--- src/rtl/spi_pkg.sv ---
// Shared definitions for the mode-0 SPI initiator.
package spi_pkg;

    typedef enum logic [2:0] {
        IDLE  = 3'd0,
        SETUP = 3'd1,
        XFER  = 3'd2,
        HOLD  = 3'd3,
        GAP   = 3'd4
    } spi_state_e;

    localparam int SPI_DATA_W_DEF = 8;

    // Mode 0: SCLK idles low, data sampled on the rising edge.
    localparam logic SPI_CPOL = 1'b0;
    localparam logic SPI_CPHA = 1'b0;

endpackage

--- src/rtl/spi_master_if.sv ---
// Local-side handshake plus SPI pins of the initiator, grouped as one bundle.
interface spi_master_if #(
    parameter int DATA_W = spi_pkg::SPI_DATA_W_DEF
);
    logic              start;
    logic [DATA_W-1:0] tx_data;
    logic [DATA_W-1:0] rx_data;
    logic              done;
    logic              busy;
    logic              SS;
    logic              SCLK;
    logic              MOSI;
    logic              MISO;
    logic              is_transmitting;
    logic              is_receiving;

    modport master (
        input  start, tx_data, MISO,
        output rx_data, done, busy, SS, SCLK, MOSI, is_transmitting, is_receiving
    );

    modport slave (
        output start, tx_data, MISO,
        input  rx_data, done, busy, SS, SCLK, MOSI, is_transmitting, is_receiving
    );
endinterface

--- src/rtl/spi_clk_div.sv ---
// Free-running divider: one tick every CLK_DIV enabled cycles, restarts when disabled.
module spi_clk_div #(
    parameter int CLK_DIV = 4
) (
    input  logic clk,
    input  logic rst_n,
    input  logic en,
    output logic tick
);
    localparam int               CNT_W   = (CLK_DIV > 1) ? $clog2(CLK_DIV) : 1;
    localparam logic [CNT_W-1:0] CNT_MAX = CNT_W'(CLK_DIV - 1);

    logic [CNT_W-1:0] cnt_q, cnt_d;

    // Count 0..CLK_DIV-1 while enabled; hold at zero otherwise.
    always_comb begin
        cnt_d = cnt_q;
        if (!en || cnt_q == CNT_MAX) begin
            cnt_d = '0;
        end else begin
            cnt_d = cnt_q + CNT_W'(1);
        end
    end

    // Divider count register.
    always_ff @(posedge clk or negedge rst_n) begin
        if (!rst_n) begin
            cnt_q <= '0;
        end else begin
            cnt_q <= cnt_d;
        end
    end

    assign tick = en && (cnt_q == CNT_MAX);

endmodule

--- src/rtl/spi_master.sv ---
// Mode-0 MSB-first SPI initiator; every pin and status output comes from a flop.
module spi_master
    import spi_pkg::*;
#(
    parameter int DATA_W  = SPI_DATA_W_DEF,
    parameter int CLK_DIV = 4
) (
    input  logic          clk,
    input  logic          rst_n,
    spi_master_if.master  bus
);
    localparam int               BIT_W    = $clog2(DATA_W);
    localparam logic [BIT_W-1:0] BIT_LAST = BIT_W'(DATA_W - 1);

    spi_state_e        state_q, state_d;
    // Bits still to be sent after the one currently on MOSI.
    logic [DATA_W-2:0] tx_shift_q, tx_shift_d;
    logic [DATA_W-1:0] rx_shift_q, rx_shift_d;
    logic [DATA_W-1:0] rx_data_q, rx_data_d;
    logic [BIT_W-1:0]  bit_cnt_q, bit_cnt_d;
    logic              ss_q, ss_d;
    logic              sclk_q, sclk_d;
    logic              mosi_q, mosi_d;
    logic              done_q, done_d;
    logic              busy_q, busy_d;
    logic              act_q, act_d;
    logic              tick;

    spi_clk_div #(.CLK_DIV(CLK_DIV)) u_clk_div (
        .clk   (clk),
        .rst_n (rst_n),
        .en    (state_q != IDLE),
        .tick  (tick)
    );

    // Next-state and next-output logic for the frame sequencer.
    always_comb begin
        state_d    = state_q;
        tx_shift_d = tx_shift_q;
        rx_shift_d = rx_shift_q;
        rx_data_d  = rx_data_q;
        bit_cnt_d  = bit_cnt_q;
        ss_d       = ss_q;
        sclk_d     = sclk_q;
        mosi_d     = mosi_q;
        busy_d     = busy_q;
        done_d     = 1'b0;
        unique case (state_q)
            IDLE: begin
                if (bus.start) begin
                    state_d    = SETUP;
                    mosi_d     = bus.tx_data[DATA_W-1];
                    tx_shift_d = bus.tx_data[DATA_W-2:0];
                    rx_shift_d = '0;
                    bit_cnt_d  = '0;
                    ss_d       = 1'b0;
                    busy_d     = 1'b1;
                end
            end
            SETUP: begin
                if (tick) begin
                    state_d    = XFER;
                    sclk_d     = ~SPI_CPOL;
                    rx_shift_d = {rx_shift_q[DATA_W-2:0], bus.MISO};
                end
            end
            XFER: begin
                if (tick) begin
                    if (sclk_q == SPI_CPOL) begin
                        sclk_d     = ~SPI_CPOL;
                        rx_shift_d = {rx_shift_q[DATA_W-2:0], bus.MISO};
                    end else begin
                        sclk_d = SPI_CPOL;
                        if (bit_cnt_q == BIT_LAST) begin
                            state_d   = HOLD;
                            bit_cnt_d = '0;
                        end else begin
                            bit_cnt_d  = bit_cnt_q + BIT_W'(1);
                            mosi_d     = tx_shift_q[DATA_W-2];
                            tx_shift_d = tx_shift_q << 1;
                        end
                    end
                end
            end
            HOLD: begin
                if (tick) begin
                    state_d   = GAP;
                    ss_d      = 1'b1;
                    mosi_d    = 1'b0;
                    rx_data_d = rx_shift_q;
                    done_d    = 1'b1;
                end
            end
            GAP: begin
                if (tick) begin
                    state_d = IDLE;
                    busy_d  = 1'b0;
                end
            end
            default: begin
                state_d = IDLE;
            end
        endcase
        act_d = ~ss_d;
    end

    // State, shift and output registers.
    always_ff @(posedge clk or negedge rst_n) begin
        if (!rst_n) begin
            state_q    <= IDLE;
            tx_shift_q <= '0;
            rx_shift_q <= '0;
            rx_data_q  <= '0;
            bit_cnt_q  <= '0;
            ss_q       <= 1'b1;
            sclk_q     <= SPI_CPOL;
            mosi_q     <= 1'b0;
            done_q     <= 1'b0;
            busy_q     <= 1'b0;
            act_q      <= 1'b0;
        end else begin
            state_q    <= state_d;
            tx_shift_q <= tx_shift_d;
            rx_shift_q <= rx_shift_d;
            rx_data_q  <= rx_data_d;
            bit_cnt_q  <= bit_cnt_d;
            ss_q       <= ss_d;
            sclk_q     <= sclk_d;
            mosi_q     <= mosi_d;
            done_q     <= done_d;
            busy_q     <= busy_d;
            act_q      <= act_d;
        end
    end

    assign bus.rx_data         = rx_data_q;
    assign bus.done            = done_q;
    assign bus.busy            = busy_q;
    assign bus.SS              = ss_q;
    assign bus.SCLK            = sclk_q;
    assign bus.MOSI            = mosi_q;
    assign bus.is_transmitting = act_q;
    assign bus.is_receiving    = act_q;

endmodule

--- src/flat_wrapper.sv ---
// flat-port wrapper written by rule: the top's interface ports become plain ports
module spi_master_flat import spi_pkg::*;
#(
    parameter int DATA_W  = SPI_DATA_W_DEF,
    parameter int CLK_DIV = 4
)
  (clk, rst_n, bus_start, bus_tx_data, bus_MISO, bus_rx_data, bus_done, bus_busy, bus_SS, bus_SCLK, bus_MOSI, bus_is_transmitting, bus_is_receiving);
  spi_master_if #(.DATA_W(DATA_W)) bus_i ();
  input  logic clk;
  input  logic rst_n;
  input wire logic [$bits(bus_i.start)-1:0] bus_start;
  input wire logic [$bits(bus_i.tx_data)-1:0] bus_tx_data;
  input wire logic [$bits(bus_i.MISO)-1:0] bus_MISO;
  output wire logic [$bits(bus_i.rx_data)-1:0] bus_rx_data;
  output wire logic [$bits(bus_i.done)-1:0] bus_done;
  output wire logic [$bits(bus_i.busy)-1:0] bus_busy;
  output wire logic [$bits(bus_i.SS)-1:0] bus_SS;
  output wire logic [$bits(bus_i.SCLK)-1:0] bus_SCLK;
  output wire logic [$bits(bus_i.MOSI)-1:0] bus_MOSI;
  output wire logic [$bits(bus_i.is_transmitting)-1:0] bus_is_transmitting;
  output wire logic [$bits(bus_i.is_receiving)-1:0] bus_is_receiving;
  assign bus_i.start = bus_start;
  assign bus_i.tx_data = bus_tx_data;
  assign bus_i.MISO = bus_MISO;
  assign bus_rx_data = bus_i.rx_data;
  assign bus_done = bus_i.done;
  assign bus_busy = bus_i.busy;
  assign bus_SS = bus_i.SS;
  assign bus_SCLK = bus_i.SCLK;
  assign bus_MOSI = bus_i.MOSI;
  assign bus_is_transmitting = bus_i.is_transmitting;
  assign bus_is_receiving = bus_i.is_receiving;
  spi_master #(.DATA_W(DATA_W), .CLK_DIV(CLK_DIV)) u_core (.clk(clk), .rst_n(rst_n), .bus(bus_i));
endmodule
--- config.mk ---
export PLATFORM = sky130hd
export DESIGN_NAME = spi_master_flat
export DESIGN_NICKNAME = d
export VERILOG_FILES = /design/src/rtl/spi_pkg.sv /design/src/rtl/spi_master_if.sv /design/src/rtl/spi_clk_div.sv /design/src/rtl/spi_master.sv /design/src/flat_wrapper.sv
export SDC_FILE = /design/constraint.sdc
export NUM_CORES = 1
export LEC_CHECK = 0
export ABC_AREA = 1
export BUFFER_PORTS_ARGS = -buffer_cell sky130_fd_sc_hd__buf_4
export CORE_ASPECT_RATIO = 0.7
export CORE_MARGIN = 4
export CORE_UTILIZATION = 44
export DETAILED_ROUTE_END_ITERATION = 8
export PLACE_DENSITY = 0.67
export RECOVER_POWER = 25
export SLEW_MARGIN = 10
export SYNTH_ARGS = -nofsm -noshare
export SYNTH_HDL_FRONTEND = slang
export SYNTH_SLANG_ARGS = --single-unit
--- constraint.sdc ---
create_clock -name clk -period 1.6 [get_ports clk]
set_clock_uncertainty 0.1 [all_clocks]
set_input_delay 0.48 -clock clk [delete_from_list [all_inputs] [get_ports clk]]
set_output_delay 0.48 -clock clk [all_outputs]
set_load 0.03 [all_outputs]
==> flow_metrics.py <==
metrics = {
    "setup_path": {
        "ff2ff_path_depth": 8,
        "crit_fanout": 2,
        "critPathSlowestCell": "dfstp_2",
        "critPathRequiredTime_ns": 1.02,
        "critical_path.startpoint_type": "flip-flop",
        "crit_type": "reg -> out",
        "cp.depth": 1,
        "r2r-start": "u_core.u_clk_div.cnt_q[0]",
        "cp_slowest_stage_delay_ns": 0.53,
        "cp-end-kind": "primary output",
        "r2r_end": "u_core.tx_shift_q[1]",
        "cp_cell_sequence": "buf_4",
        "r2r_setup_slack_ns": 0.14,
        "critPathTopFamily": "flip-flops",
        "critPathBufInv": 1,
        "crit_end": "bus_SS",
        "cp.arrival_ns": 0.96,
    },
    "synth": {
        "netlist_area_um2": 1774,
        "synth_seq_cells": 37,
        "synthesis.nets": 225,
        "ys.flop_type": "dfrtp_1",
        "synth_cell_types": 25,
        "async_flop_share_pct": 100.0,
        "synth.top_cell.area_share_pct": 50.78,
        "yosys_warnings": 0,
        "yosys-top-cells-area": "dfrtp_1 51%, nand2_1 16%, inv_1 3.2%, o21ai_0 3.1%, nand4_1 2.8%",
        "syn_inst": 210,
        "yosysTopAreaCell": "dfrtp_1",
        "synth_edf_count": 0,
        "yosysSeqAreaShare_pct": 52.26,
        "avgSynthCellArea_um2": 8.449,
    },
    "clocking": {
        "cts.sinks": 37,
        "cts_buffer_depth": 2,
        "cts-buffers-inserted": 5,
        "cts-root-buf": "clkbuf_8",
        "htree_num_levels": 2,
        "insertion_delay_ns": 0.28,
        "cts_tree": "built",
        "cts.reportedPaths.clkPinSlew_ns": 0.07,
    },
    "final_layout": {
        "final_common_cell": "nand2_1",
        "num_antenna_cells": 0,
        "fillCellCount": 379,
        "syn_to_final_growth_pct": 25.88,
        "layout_common_cells": "76 x nand2_1, 35 x buf_4, 35 x dfrtp_1",
        "drive_above_1_share_pct": 27.71,
        "fin_nets": 263,
        "utilization_pct": 57.29,
    },
    "place": {
        "dp_hpwl_um": 2525,
        "portBuffers": 26,
        "pre_cts_slack_ns": 0.03419,
        "gp_congestion": 0.7936,
    },
    "timing": {
        "rsz0062_at_grt": "no",
        "relSlewSlack_pct": 39.40,
        "maxSlewViolCount": 0,
        "worst_slew_pin_slew_ns": 0.9091,
        "tns_ns": 0,
        "layout_setup_ws_ns": 0.06350,
        "setup_viol": 0,
        "min_period_over_period_pct": 96.03,
        "finalCriticalPeriod_ns": 1.537,
        "final-hold-violation-count": 0,
        "fmax_mhz": 650.8,
    },
    "global_routing": {
        "grt_use_total_pct": 14.46,
        "grt_pass1_wl_um": 5892,
        "grt_max_degree": 38,
        "overflow": 0,
        "antenna_found_initial": 0,
        "grt_pass1_vias": 1271,
    },
    "power": {
        "p_per_area_nw_per_um2": 1880,
        "power_leakage_uw": 0.001147,
        "ir_drop_uv": 914.8,
    },
    "drt": {
        "vias": 1447,
        "drt_wl_total_um": 3534,
        "dr.first_iter.drc_count": 66,
        "wl_per_cell_um": 11.74,
        "antenna_left": 0,
        "vias_per_cell": 4.807,
        "firstDrtPassIters": 4,
        "drcViolationCount": 0,
    },
    "floorplanning": {
        "core_um2": 3899,
        "dieArea_um2": 5129,
        "dieHeight_um": 61.13,
        "rows": 19,
        "die_x_um": 83.90,
        "io_pins": 27,
        "start_util_pct": 45.51,
    },
    "flow_run": {
        "cap_violations": 0,
    },
    "outcome": {
        "status": "complete, no violations",
    },
    "worst_hold_path": {
        "min_path_type": "in -> async",
    },
}
==> report_power, final <==
part | internal (uW) | switching [uW] | leakage (uW)
logic | 708 | 1300 | 0.000613
clock network | 508 | 314 | 0.0000585
registers | 1210 | 158 | 0.000476
total | 2420 | 1780 | 0.00115
==> cells by family (layout without fill, tap and decap cells) <==
family                   count (synthesis)  count (layout)  share of synthesized area (%)
AND/OR/NAND/NOR                        124             124                          33.29
flip-flops                              37              37                          52.26
buffers and inverters                   24              63                          5.923
AO/OA/AOI/OAI                           22              22                          6.417
adder cells (fa/ha/maj)                  3               3                          2.116
==> metrics by stage <==
step / power (uW) / instance area (um2) / hold WS (ns) / cells
final: 4198 / 2233 / 0.2177 / 301
after global routing: 4553 / 2233 / 0.2825 / 301
after CTS: 4152 / 2185 / 0.06710 / 300
after detailed placement: 3317 / 2068 / 0.3426 / 292
after global placement: 3297 / 2068 / 0.3390 / 292
after floorplan: 2824 / 1774 / 0.08441 / 210
==> flip-flops by register name, indices dropped and copies added (netlist names), named ones only <==
register                 flops
u_core.bit_cnt_q             3
u_core.bus.MOSI              1
u_core.bus.SCLK              1
u_core.bus.busy              1
u_core.bus.done              1
u_core.bus.is_receiving      1
u_core.bus.rx_data           8
u_core.rx_shift_q            8
u_core.state_q               3
u_core.tx_shift_q            7
u_core.u_clk_div.cnt_q       2
==> how the worst min path moves through the flow <==
stage,start,to,slack [ns],cells after the start
final,rst_n,u_core.bus.busy,0.22,1
after detailed placement,u_core.u_clk_div.cnt_q[0],u_core.u_clk_div.cnt_q[0],0.34,1
after global placement,u_core.u_clk_div.cnt_q[0],u_core.u_clk_div.cnt_q[0],0.34,1
after CTS,rst_n,u_core.bus.busy,0.07,1
after floorplan,rst_n,u_core.bit_cnt_q[0],0.08,0
after global routing,rst_n,u_core.bus.busy,0.28,1
==> repair_timing <==
item / in CTS / in global routing
buffers inserted: 0 / 1
hold buffers: 0 / 0
setup endpoints to repair: 0 / 22
resized for setup: 0 / 11
==> final cells by class <==
type	instances	area, um2	share of cell area (%)
clock inverters	1	30.03	1.345
clock buffers	7	86.33	3.866
inverters	19	71.32	3.193
flip-flops and latches	37	928.4	41.57
well taps	52	65.06	2.913
multi-input cells	149	784.5	35.13
repair buffers	36	267.8	11.99
==> Yosys cell counts (2+ instances only) <==
| cell | n |
|---|---|
| nand2_1 | 77 |
| dfrtp_1 | 36 |
| inv_1 | 15 |
| nor2_1 | 13 |
| o21ai_0 | 11 |
| nand3_1 | 9 |
| nand4_1 | 8 |
| o21ai_1 | 7 |
| inv_2 | 4 |
| nand3_2 | 4 |
| a21oi_1 | 3 |
| ha_1 | 3 |
| buf_4 | 2 |
| clkbuf_1 | 2 |
| nand2_2 | 2 |
| nand2_4 | 2 |
| nand3b_1 | 2 |
| nor2_2 | 2 |
| nor2_4 | 2 |
==> layer usage <==
layer / vias to the layer above / track usage, % / share of wire, %
met3: 4 / 4.011 / 5.4
li1: 747 / - / -
met2: 34 / 20.27 / 41
met1: 662 / 21.60 / 53
met4: 0 / 4.817 / 1.2
met5: - / 0 / 0
Power figures use the tool's default switching activity.
